$ cat src/rtl/i2c_cfg_pkg.sv
`default_nettype none
// ============================================================================
//  Module      : i2c_cfg_pkg
//  Description : Shared types and constants for the I2C command arbiter.
//  Revision    : 1.0 - initial release
// ============================================================================
package i2c_cfg_pkg;

    localparam int I2C_CMD_W = 24;

    // Command field positions: {slave_addr, sub_addr, data}
    localparam int CMD_SLAVE_MSB = 23;
    localparam int CMD_SLAVE_LSB = 16;
    localparam int CMD_SUB_MSB   = 15;
    localparam int CMD_SUB_LSB   = 8;
    localparam int CMD_DATA_MSB  = 7;
    localparam int CMD_DATA_LSB  = 0;

    typedef enum logic [2:0] {
        IDLE     = 3'd0,
        ISSUE    = 3'd1,
        WAIT_END = 3'd2,
        RELEASE  = 3'd3,
        GAP      = 3'd4
    } arbState_t;

    typedef enum logic [1:0] {
        OK      = 2'd0,
        NACK    = 2'd1,
        TIMEOUT = 2'd2
    } outcome_t;

endpackage
`default_nettype wire

$ cat src/rtl/rr_arbiter.sv
`default_nettype none
// ============================================================================
//  Module      : rr_arbiter
//  Description : Combinational round-robin pick; first request at or after
//                the pointer, wrapping, as one-hot grant plus index.
//  Revision    : 1.0 - initial release
// ============================================================================
module rr_arbiter #(
    parameter int N_REQ = 2,
    parameter int IDX_W = (N_REQ > 1) ? $clog2(N_REQ) : 1
) (
    input  logic [N_REQ-1:0] i_req,
    input  logic [IDX_W-1:0] i_ptr,
    output logic [N_REQ-1:0] o_gnt,
    output logic [IDX_W-1:0] o_idx,
    output logic             o_valid
);

    always_comb begin
        o_gnt   = '0;
        o_idx   = '0;
        o_valid = 1'b0;
        for (int i = 0; i < N_REQ; i++) begin
            if (!o_valid && i_req[(int'(i_ptr) + i) % N_REQ]) begin
                o_valid = 1'b1;
                o_idx   = IDX_W'((int'(i_ptr) + i) % N_REQ);
                o_gnt[(int'(i_ptr) + i) % N_REQ] = 1'b1;
            end
        end
    end

endmodule
`default_nettype wire

$ cat src/rtl/i2c_cmd_arbiter.sv
`default_nettype none
// ============================================================================
//  Module      : i2c_cmd_arbiter
//  Description : Round-robin sharing of one I2C byte engine between several
//                configuration sequencers, with NACK retry and hang timeout.
//  Revision    : 1.0 - initial release
// ============================================================================
module i2c_cmd_arbiter
    import i2c_cfg_pkg::*;
#(
    parameter int N_REQ       = 2,
    parameter int MAX_RETRY   = 3,
    parameter int TIMEOUT_CYC = 65535,
    parameter int GAP_CYC     = 16
) (
    input  logic                       iCLK,
    input  logic                       iRST,
    input  logic [N_REQ-1:0]           iREQ,
    input  logic [I2C_CMD_W*N_REQ-1:0] iREQ_DATA,
    output logic [N_REQ-1:0]           oGNT,
    output logic [N_REQ-1:0]           oDONE,
    output logic [N_REQ-1:0]           oERR,
    output logic                       oBUSY,
    output logic [I2C_CMD_W-1:0]       oENG_DATA,
    output logic                       oENG_GO,
    input  logic                       iENG_END,
    input  logic                       iENG_ACK
);

    localparam int c_IDX_W   = (N_REQ > 1) ? $clog2(N_REQ) : 1;
    localparam int c_TMO_W   = $clog2(TIMEOUT_CYC + 1);
    localparam int c_GAP_W   = (GAP_CYC > 0) ? $clog2(GAP_CYC + 1) : 1;
    localparam int c_RETRY_W = $clog2(MAX_RETRY + 1);

    arbState_t              r_state;
    outcome_t               r_outcome;
    logic [c_IDX_W-1:0]     r_ptr;
    logic [c_IDX_W-1:0]     r_gntIdx;
    logic [c_TMO_W-1:0]     r_tmo;
    logic [c_GAP_W-1:0]     r_gap;
    logic [c_RETRY_W-1:0]   r_retry;

    logic [I2C_CMD_W-1:0]   w_reqData [N_REQ];
    logic [N_REQ-1:0]       w_pickGnt;
    logic [c_IDX_W-1:0]     w_pickIdx;
    logic                   w_pickValid;
    logic [c_TMO_W-1:0]     w_tmoNext;
    logic                   w_retryLeft;
    logic [c_IDX_W-1:0]     w_ptrNext;

    for (genvar gi = 0; gi < N_REQ; gi++) begin : g_unpack
        assign w_reqData[gi] = iREQ_DATA[gi*I2C_CMD_W +: I2C_CMD_W];
    end

    rr_arbiter #(
        .N_REQ (N_REQ),
        .IDX_W (c_IDX_W)
    ) u_rr (
        .i_req   (iREQ),
        .i_ptr   (r_ptr),
        .o_gnt   (w_pickGnt),
        .o_idx   (w_pickIdx),
        .o_valid (w_pickValid)
    );

    assign w_tmoNext   = r_tmo + c_TMO_W'(1);
    assign w_retryLeft = (int'(r_retry) + 1) < MAX_RETRY;
    assign w_ptrNext   = (int'(r_gntIdx) == N_REQ - 1) ? '0 : r_gntIdx + c_IDX_W'(1);
    assign oBUSY       = (r_state != IDLE);

    always_ff @(posedge iCLK) begin
        if (iRST) begin
            r_state   <= IDLE;
            r_outcome <= OK;
            r_ptr     <= '0;
            r_gntIdx  <= '0;
            r_tmo     <= '0;
            r_gap     <= '0;
            r_retry   <= '0;
            oGNT      <= '0;
            oDONE     <= '0;
            oERR      <= '0;
            oENG_DATA <= '0;
            oENG_GO   <= 1'b0;
        end else begin
            oDONE <= '0;
            oERR  <= '0;
            case (r_state)
                IDLE: begin
                    if (w_pickValid) begin
                        oGNT      <= w_pickGnt;
                        r_gntIdx  <= w_pickIdx;
                        oENG_DATA <= w_reqData[w_pickIdx];
                        r_retry   <= '0;
                        r_state   <= ISSUE;
                    end
                end
                ISSUE: begin
                    oENG_GO <= 1'b1;
                    r_tmo   <= '0;
                    r_state <= WAIT_END;
                end
                WAIT_END: begin
                    r_tmo <= w_tmoNext;
                    // END takes priority over a simultaneous timeout
                    if (iENG_END) begin
                        oENG_GO   <= 1'b0;
                        r_outcome <= iENG_ACK ? NACK : OK;
                        r_state   <= RELEASE;
                    end else if (w_tmoNext == c_TMO_W'(TIMEOUT_CYC)) begin
                        oENG_GO   <= 1'b0;
                        r_outcome <= TIMEOUT;
                        r_state   <= RELEASE;
                    end
                end
                RELEASE: begin
                    if (!iENG_END) begin
                        r_gap   <= c_GAP_W'(GAP_CYC);
                        r_state <= GAP;
                    end
                end
                GAP: begin
                    if (r_gap != '0) begin
                        r_gap <= r_gap - c_GAP_W'(1);
                    end else if (r_outcome == NACK && w_retryLeft) begin
                        r_retry <= r_retry + c_RETRY_W'(1);
                        r_state <= ISSUE;
                    end else begin
                        oDONE[r_gntIdx] <= 1'b1;
                        oERR[r_gntIdx]  <= (r_outcome != OK);
                        oGNT            <= '0;
                        r_ptr           <= w_ptrNext;
                        r_state         <= IDLE;
                    end
                end
                default: r_state <= IDLE;
            endcase
        end
    end

endmodule
`default_nettype wire

$ cat config.mk
export PLATFORM = sky130hd
export DESIGN_NAME = i2c_cmd_arbiter
export DESIGN_NICKNAME = d
export VERILOG_FILES = /design/src/rtl/i2c_cfg_pkg.sv /design/src/rtl/rr_arbiter.sv /design/src/rtl/i2c_cmd_arbiter.sv
export SDC_FILE = /design/constraint.sdc
export NUM_CORES = 1
export LEC_CHECK = 0
export CORE_MARGIN = 2
export CORE_UTILIZATION = 45
export DETAILED_ROUTE_END_ITERATION = 8
export PLACE_DENSITY = 0.76
export SLEW_MARGIN = 5
export SYNTH_ARGS = -nofsm -noshare
export SYNTH_HDL_FRONTEND = slang
export SYNTH_SLANG_ARGS = --single-unit
$ cat constraint.sdc
create_clock -name iCLK -period 2.6 [get_ports iCLK]
set_clock_uncertainty 0.15 [all_clocks]
set_input_delay 0.65 -clock iCLK [delete_from_list [all_inputs] [get_ports iCLK]]
set_output_delay 0.65 -clock iCLK [all_outputs]
set_load 0.02 [all_outputs]
* Yosys cells after proc, flatten, opt, wreduce, memory -nomap -nowiden
Index checks and enable logic that the tools add are counted.
Widths: inputs -> output; s select.
** Cells by class
- Multiplexer cells :: 46
- Reduce and logical (&&, ||, !) cells :: 23
- Add/sub/neg operators :: 6
- Bitwise gates (word level) :: 7
- Equality and inequality tests :: 13
- Magnitude comparators :: 8
** Operators by type and width (count)
- $mux 24 :: 3
- $pmux 16 s2 :: 1
- $mux 2 :: 10
- $mux 1 :: 17
- $add 16x1->16 const B :: 1
- $eq 16x16->1 const B :: 1
- $mux 3 :: 5
- $pmux 3 s5 :: 1
- $reduce_and 4->1 :: 3
- $mux 5 :: 2
- $ne 2x2->1 const B :: 5
- $pmux 5 s2 :: 1
- $reduce_bool 2->1 :: 5
- $pmux 2 s2 :: 2
- $eq 3x2->1 const B :: 2
- $reduce_and 2->1 :: 3
- $reduce_and 3->1 :: 2
- $logic_and 1x1->1 :: 5
- $reduce_bool 5->1 :: 1
- $sub 5x1->5 const B :: 1
- $lt 1x2->1 const B :: 2
- $reduce_or 4->1 :: 1
- $add 2x1->3 const B :: 1
- $demux 1 s1 :: 3
- other kinds (21) :: 25
** Word-level totals
- Register bits :: 61
- Input port bits :: 54
- Logic and storage cells :: 115
- Output and inout port bits :: 32

* Longest topological paths before layout
Gate-level depths: netlist of the first run.
- Depth in word-level cells :: 11
- Depth in mapped cells :: 8
- Mapped depth without buffers :: 8

* Hierarchy
From an unflattened synthesis of the first run, not the netlist that was laid out.
** Unflattened totals
- Cells, all modules :: 356
- Area, all modules :: 3065.4 µm²
** By module, submodules not included
- i2c_cmd_arbiter :: area an instance 3032.9 µm², seq. area each 1221.2 µm², cells each 351, instances 1
- rr_arbiter :: area an instance 32.5 µm², seq. area each 0.0 µm², cells each 5, instances 1

* Worst setup path before layout of the first run
Ideal clock, no wire load.
- Kind :: register to register
- From :: register r_retry[0]
- To :: register r_retry[1]
- Data required time :: 2.322 ns
- Library setup time :: 0.128 ns
- Period minus slack after synthesis :: 2.305 ns
- Stages on the path, launching flop included :: 8
- Arrival time :: 2.027 ns
- Setup slack :: 0.295 ns
- Path buffers :: 0
- Path through :: dfxtp_1 inv_1 ha_1 or4b_2 nand2b_4 a2111oi_4 mux2i_1 nor2_1
** On the way
- Cells in the longest elaborated chain, start to end :: 5
- Elaborated cells on any way between the ends :: 9
- Those cells by class :: 2 x add/sub; 1 x order compare; 1 x eq/ne; 3 x mux; 2 x reduce/logical
** RTL lines
- start: declaration :: RTL line i2c_cmd_arbiter.sv:41 : logic [c_RETRY_W-1:0] r_retry;
- start signal: assignment :: RTL line i2c_cmd_arbiter.sv:126 : r_retry <= r_retry + c_RETRY_W'(1);
- $add 2x1->3 :: RTL line i2c_cmd_arbiter.sv:67 : assign w_retryLeft = (int'(r_retry) + 1) < MAX_RETRY;
- $lt 3x2->1 :: RTL line i2c_cmd_arbiter.sv:67
- $logic_and 1x1->1 :: RTL line i2c_cmd_arbiter.sv:125 : end else if (r_outcome == NACK && w_retryLeft) begin
- $ne 2x2->1 (no line)
- $reduce_and 4->1 (no line)
Parallel ways exist; a longest one is shown, timed or not. The select of a mux whose other input is x is not followed.
A chain may end at the register's enable or synchronous reset.

* Final worst setup path of the first run
Same ends and word-level chain as after synthesis.

==> results.cfg, run 1 <==
[critical_path]
critPathMaxStageDelay_ps = 650
r2r-end = r_retry[1]$_SDFFE_PP0P_
critPathLaunchType = register
crit_chain = inv_1 > ha_1 > or4b_2 > nand2b_4 > a2111oi_4 > mux2i_1 > nor2_1
cp_max_fo = 3
required_ps = 2660
critPathKind = reg2reg
critPathCaptureType = register
arrival_ps = 2470
slowest_stage = or4b_2
reg2regPathDepth = 7
r2r_slack_ps = 190
r2r-start = r_retry[0]$_SDFFE_PP0P_

[run_status]
status = finished clean

[floorplanning]
rows = 29
die_h_um = 85.6
die_w_um = 85.6
io_pins = 86
coreArea_mm2 = 0.00639
die_area_mm2 = 0.00732
start_util_pct = 46.9

[grt]
grt_pass1_vias = 2597
antenna_found_initial = 0
grt_pass1_wl_um = 12200
grtUsageTotal_pct = 20.8
grt_max_degree = 50
overflow = 0

[drt]
firstDrtPassIters = 7
wl_um = 7310
routedWlPerCell_um = 14.3
via_count = 2835
vias_per_cell = 5.54
ant_nets = 0
drc = 0
first_iter_violations = 151

[synthesis]
netlist.area_leader.share_pct = 40.8
synth_area_per_cell_um2 = 8.53
synth_edf_count = 0
ys_seq_area_share_pct = 40.8
synth-seq-cells = 61
yosysWarnings = 0
syn_inst = 351
synthArstFlopShare_pct = 0
yosys.area.top_type = dfxtp_1
synthDistinctLibCells = 48
syn_nets = 411
synth_area_leaders = dfxtp_1 (41%), mux2i_1 (8.7%), nor2_1 (8.3%), a211oi_1 (7.3%), a21oi_1 (3.3%)
synth_ff_type = dfxtp_1
syn_area_mm2 = 0.00300

[cts]
path_clk_slew_ps = 70
cts_buffer_depth = 2
cts-buffers-inserted = 9
cts-root-buf = clkbuf_8
clkLatencyLatePin_ps = 340
cts_sinks = 61
htree_num_levels = 3
cts_tree = built
post_cts_buffers = 0

[worst_hold_path]
min_to = r_gap[4]$_SDFFE_PP0P_
hp-start = r_gap[4]$_SDFFE_PP0P_
hp-class = reg2reg
hold_depth = 1

[timing]
relSlewSlack_pct = 65.4
layout_min_cycle_time_ps = 2410
worst_pin_slew_ps = 519
rsz0062_at_grt = no
final-hold-violation-count = 0
fin_setup_tns_ps = 0
fmaxAchievable_ghz = 0.415
fin_hold_ws_ps = 343
setup_viol = 0
finalCritPeriodShare_pct = 92.7
slew_violations = 0

[place]
dp_hpwl_um = 5360
place_congestion = 0.809
port_buffers = 85

[power_and_ir_drop]
leakage_nw = 1.57
power_density_mw_per_mm2 = 581
peakVddDrop_uv = 441

[finish]
area_growth_pct = 37.3
layout-drive-gt1-share_pct = 8.05
nets = 491
num_antenna_cells = 0

[job]
cap_violations = 0
[critical path, delay by kind of cell, from the launching register on]
family / cells / cell delay, ps
AOI/OAI and AO/OA: 1 / 430
adders and majority gates: 1 / 190
buffers and inverters: 1 / 70
DFF: 1 / 350
muxes: 1 / 230
and+or+nand+nor: 3 / 880
[flip-flops by register name, indices dropped and copies added, names as in the netlist]
name	count
r_gap	5
r_state	3
r_retry	2
oDONE	2
r_ptr	1
r_outcome	2
oENG_GO	1
oGNT	2
oERR	2
r_gntIdx	1
oENG_DATA	24
r_tmo	16
[repair_timing]
item,4_1_cts,5_1_grt
hold buffers,0,0
resized for setup,1,2
setup endpoints to repair,1,4
[cells by family after synthesis]
| logic type | count (synthesis) | share of synthesized area (%) |
|---|---|---|
| simple gates | 131 | 22.0 |
| compound gates | 84 | 19.1 |
| flops | 61 | 40.8 |
| buf+inv | 35 | 4.64 |
| mux | 26 | 8.69 |
| xor+xnor | 8 | 2.34 |
| fa+ha+maj | 6 | 2.51 |
[cells in the mapped netlist, types with 2 or more instances]
library cell and instances:
nor2_1 66, inv_1 10, nor3b_1 4, xor2_1 2
nor4_2 2, mux2i_1 26, buf_1 2, nor2b_1 2
a311oi_1 3, o21ai_0 14, and3_1 5, nand4_1 4
nor4_1 3, nand3_1 4, or3_1 3, ha_1 6
a21oi_1 20, nand3b_1 5, a211oi_1 29, nor3_1 10
a31oi_1 4, dfxtp_1 61, nand2_1 11, or4_1 2
clkbuf_1 17, xnor2_1 6, buf_2 6, and2_1 3
a22oi_1 2
[metal layers]
| layer | GRT usage [%] | part of all wire (%) |
|---|---|---|
| met1 | 26.5 | 45 |
| met2 | 32.6 | 47 |
| met3 | 5.39 | 5.7 |
| met4 | 10.5 | 1.7 |
| met5 | 0 | 0 |
[cells in the final DEF, fill, tap and decap left out, drive strengths merged, types with 5 or more instances in the layout]
cell type | Yosys | routed
xnor2 | 6 | 6
nand2 | 11 | 11
dfxtp | 61 | 61
mux2i | 26 | 26
a21oi | 20 | 20
inv | 10 | 10
buf | 8 | 10
a211oi | 29 | 29
o21ai | 15 | 15
ha | 6 | 6
nand4 | 5 | 5
clkdlybuf4s50 | 0 | 83
nand3b | 5 | 5
nor4 | 5 | 5
nor2 | 66 | 66
clkbuf | 17 | 11
and3 | 5 | 5
nor3 | 10 | 10
[worst max path at each step]
| stage | cells past startpoint | from | end | slack [ps] |
|---|---|---|---|---|
| floorplan | 7 | r_retry[0]$_SDFFE_PP0P_ | r_retry[1]$_SDFFE_PP0P_ | 300 |
| global placement | 7 | r_tmo[0]$_SDFFE_PP0P_ | oENG_GO$_SDFFE_PP0P_ | 220 |
| detailed placement | 7 | r_tmo[0]$_SDFFE_PP0P_ | oENG_GO$_SDFFE_PP0P_ | 70 |
| CTS | 7 | r_tmo[0]$_SDFFE_PP0P_ | oENG_GO$_SDFFE_PP0P_ | 60 |
| global route | 7 | r_tmo[0]$_SDFFE_PP0P_ | oENG_GO$_SDFFE_PP0P_ | 20 |
| finish | 7 | r_retry[0]$_SDFFE_PP0P_ | r_retry[1]$_SDFFE_PP0P_ | 190 |
[final cells by class]
type,instances,area (um2)
inverter,10,37.5
sequential,61,1220
clock inverter,4,25.0
fill,528,2270
clock buffer,11,141
multi-input combinational,255,1650
tap,77,96.3
timing repair buffer,94,937
[power breakdown]
group	internal (mW)	switching, mW	total, mW
registers	1.01	0.0475	1.05
logic	0.297	0.316	0.613
clock network	0.363	0.359	0.721
[per-stage QoR]
stage | setup WS, ps | area, um2 | instances | total power, mW | utilization [%]
after floorplan | 295 | 3000 | 351 | 1.40 | -
after global placement | 225 | 3940 | 497 | 1.68 | 61.6
after detailed placement | 67.6 | 3940 | 497 | 1.69 | 61.6
after CTS | 62.9 | 4100 | 512 | 2.41 | 64.2
after global routing | 15.5 | 4110 | 512 | 2.52 | 64.4
final | 190 | 4110 | 512 | 2.39 | 64.4
No activity file was read; power rests on OpenSTA's default activity.
==> run 2, diff against run 1 <==
- CORE_ASPECT_RATIO: not set -> 0.8
- CORE_MARGIN: 2 -> not set
==> run 2 against run 1 <==
Net effect:
- worst hold slack worse by 1.7 ps
- global-route usage grew 1.6 points
- via count down 1.9%
- largest power group unchanged
==> results.cfg, run 2 (synthesis results as in run 1) <==
[critical_path]
critPathCaptureType = register
slowest_stage = or4b_2
cp_top_family = simple AND/OR/NAND/NOR gates
cp_max_fo = 3
required_ps = 2660
r2r_slack_ps = 120
critPathKind = reg2reg
worst-path-buf-inv = 1
critPathLaunchType = register
r2r-start = r_retry[0]$_SDFFE_PP0P_
crit_start = r_retry[0]$_SDFFE_PP0P_
critPathMaxStageDelay_ps = 650
crit_chain = inv_1 > ha_1 > or4b_2 > nand2b_4 > a2111oi_4 > mux2i_1 > nor2_1
arrival_ps = 2540

[worst_hold_path]
hp-class = reg2reg
hp-start = r_gap[4]$_SDFFE_PP0P_

[grt]
grt_pass1_wl_um = 12100
grt_pass1_vias = 2605
overflow = 0
antenna_found_initial = 0
grt_max_degree = 43
grtUsageTotal_pct = 22.4

[cts]
cts_tree = built
clkLatencyLatePin_ps = 340
htree_num_levels = 3
hold_buffers = 0
cts_sinks = 61
path_clk_slew_ps = 70
cts-buffers-inserted = 9
cts-root-buf = clkbuf_8
cts_buffer_depth = 2

[finish]
layout_common_cells = clkdlybuf4s50_1 (83), nor2_1 (65), dfxtp_1 (61)
finalCoreUtilization_pct = 65.3
nets = 493
layout-drive-gt1-share_pct = 8.45
area_growth_pct = 39.8
design_area_mm2 = 0.00419
top_register = oENG_DATA
final_common_cell = clkdlybuf4s50_1
largest_reg_flops = 24
top_regs = oENG_DATA x24, r_tmo x16, r_gap x5
num_antenna_cells = 0

[floorplanning]
coreArea_mm2 = 0.00641
io_pins = 86
die_h_um = 75.0
start_util_pct = 46.7
die_area_mm2 = 0.00699
rows = 26
die_w_um = 93.2

[power_and_ir_drop]
leakage_nw = 1.60
peakVddDrop_uv = 351
power_density_mw_per_mm2 = 599

[timing]
finalCritPeriodShare_pct = 95.3
slew_violations = 0
rsz0062_at_grt = no
fmaxAchievable_ghz = 0.404
fin_setup_tns_ps = 0
setup_viol = 0
relSlewSlack_pct = 67.0
worst_pin_slew_ps = 495
final-hold-violation-count = 0
layout_min_cycle_time_ps = 2480

[drt]
routedWlPerCell_um = 14.4
ant_nets = 0
wl_um = 7530
first_iter_violations = 94
drc = 0
via_count = 2782
firstDrtPassIters = 4
vias_per_cell = 5.33

[job]
cap_violations = 0

[place]
place_congestion = 0.807
dpl_cell_area_mm2 = 0.00398
dp_hpwl_um = 5350
port_buffers = 85

[run_status]
status = finished clean
## run 2: cell type report
cell class	count	area [um2]
clock buffer	12	145
clock inverter	4	47.5
fill	556	2220
inverter	10	37.5
multi-input combinational	255	1670
sequential	61	1220
tap	84	105
timing repair buffer	96	965
## run 2: power breakdown
part           switching (mW)  total, mW  internal, mW
registers              0.0463       1.05          1.01
logic                   0.321      0.625         0.304
clock network           0.362      0.828         0.466
total                   0.729       2.51          1.78
## run 2: layer usage
metal | vias up | GRT usage (%) | wire, um
li1 | 1437 | - | -
met1 | 1284 | 27.0 | 3480
met2 | 51 | 39.3 | 3670
met3 | 10 | 6.16 | 298
met4 | 0 | 7.69 | 81
met5 | - | 0 | 0
## run 2: final timing paths
kind,end,depth (start not counted)
setup / recovery,r_retry[1]$_SDFFE_PP0P_,7
hold / removal,r_gap[4]$_SDFFE_PP0P_,1
setup reg to reg,r_retry[1]$_SDFFE_PP0P_,7
hold reg to reg,r_gap[4]$_SDFFE_PP0P_,1
## run 2: timing repair
action | 4_1_cts | 5_1_grt
buffers inserted | 0 | 0
endpoints found under the setup margin | 1 | 4
resized for setup | 1 | 2
## run 2: stage by stage
step,total power [mW],setup slack (ps),hold slack (ps),std cells
floorplan,1.40,295,299,351
global placement,1.69,212,321,506
detailed placement,1.70,153,329,506
CTS,2.53,71.6,339,522
global route,2.63,24.8,370,522
finish,2.51,123,341,522
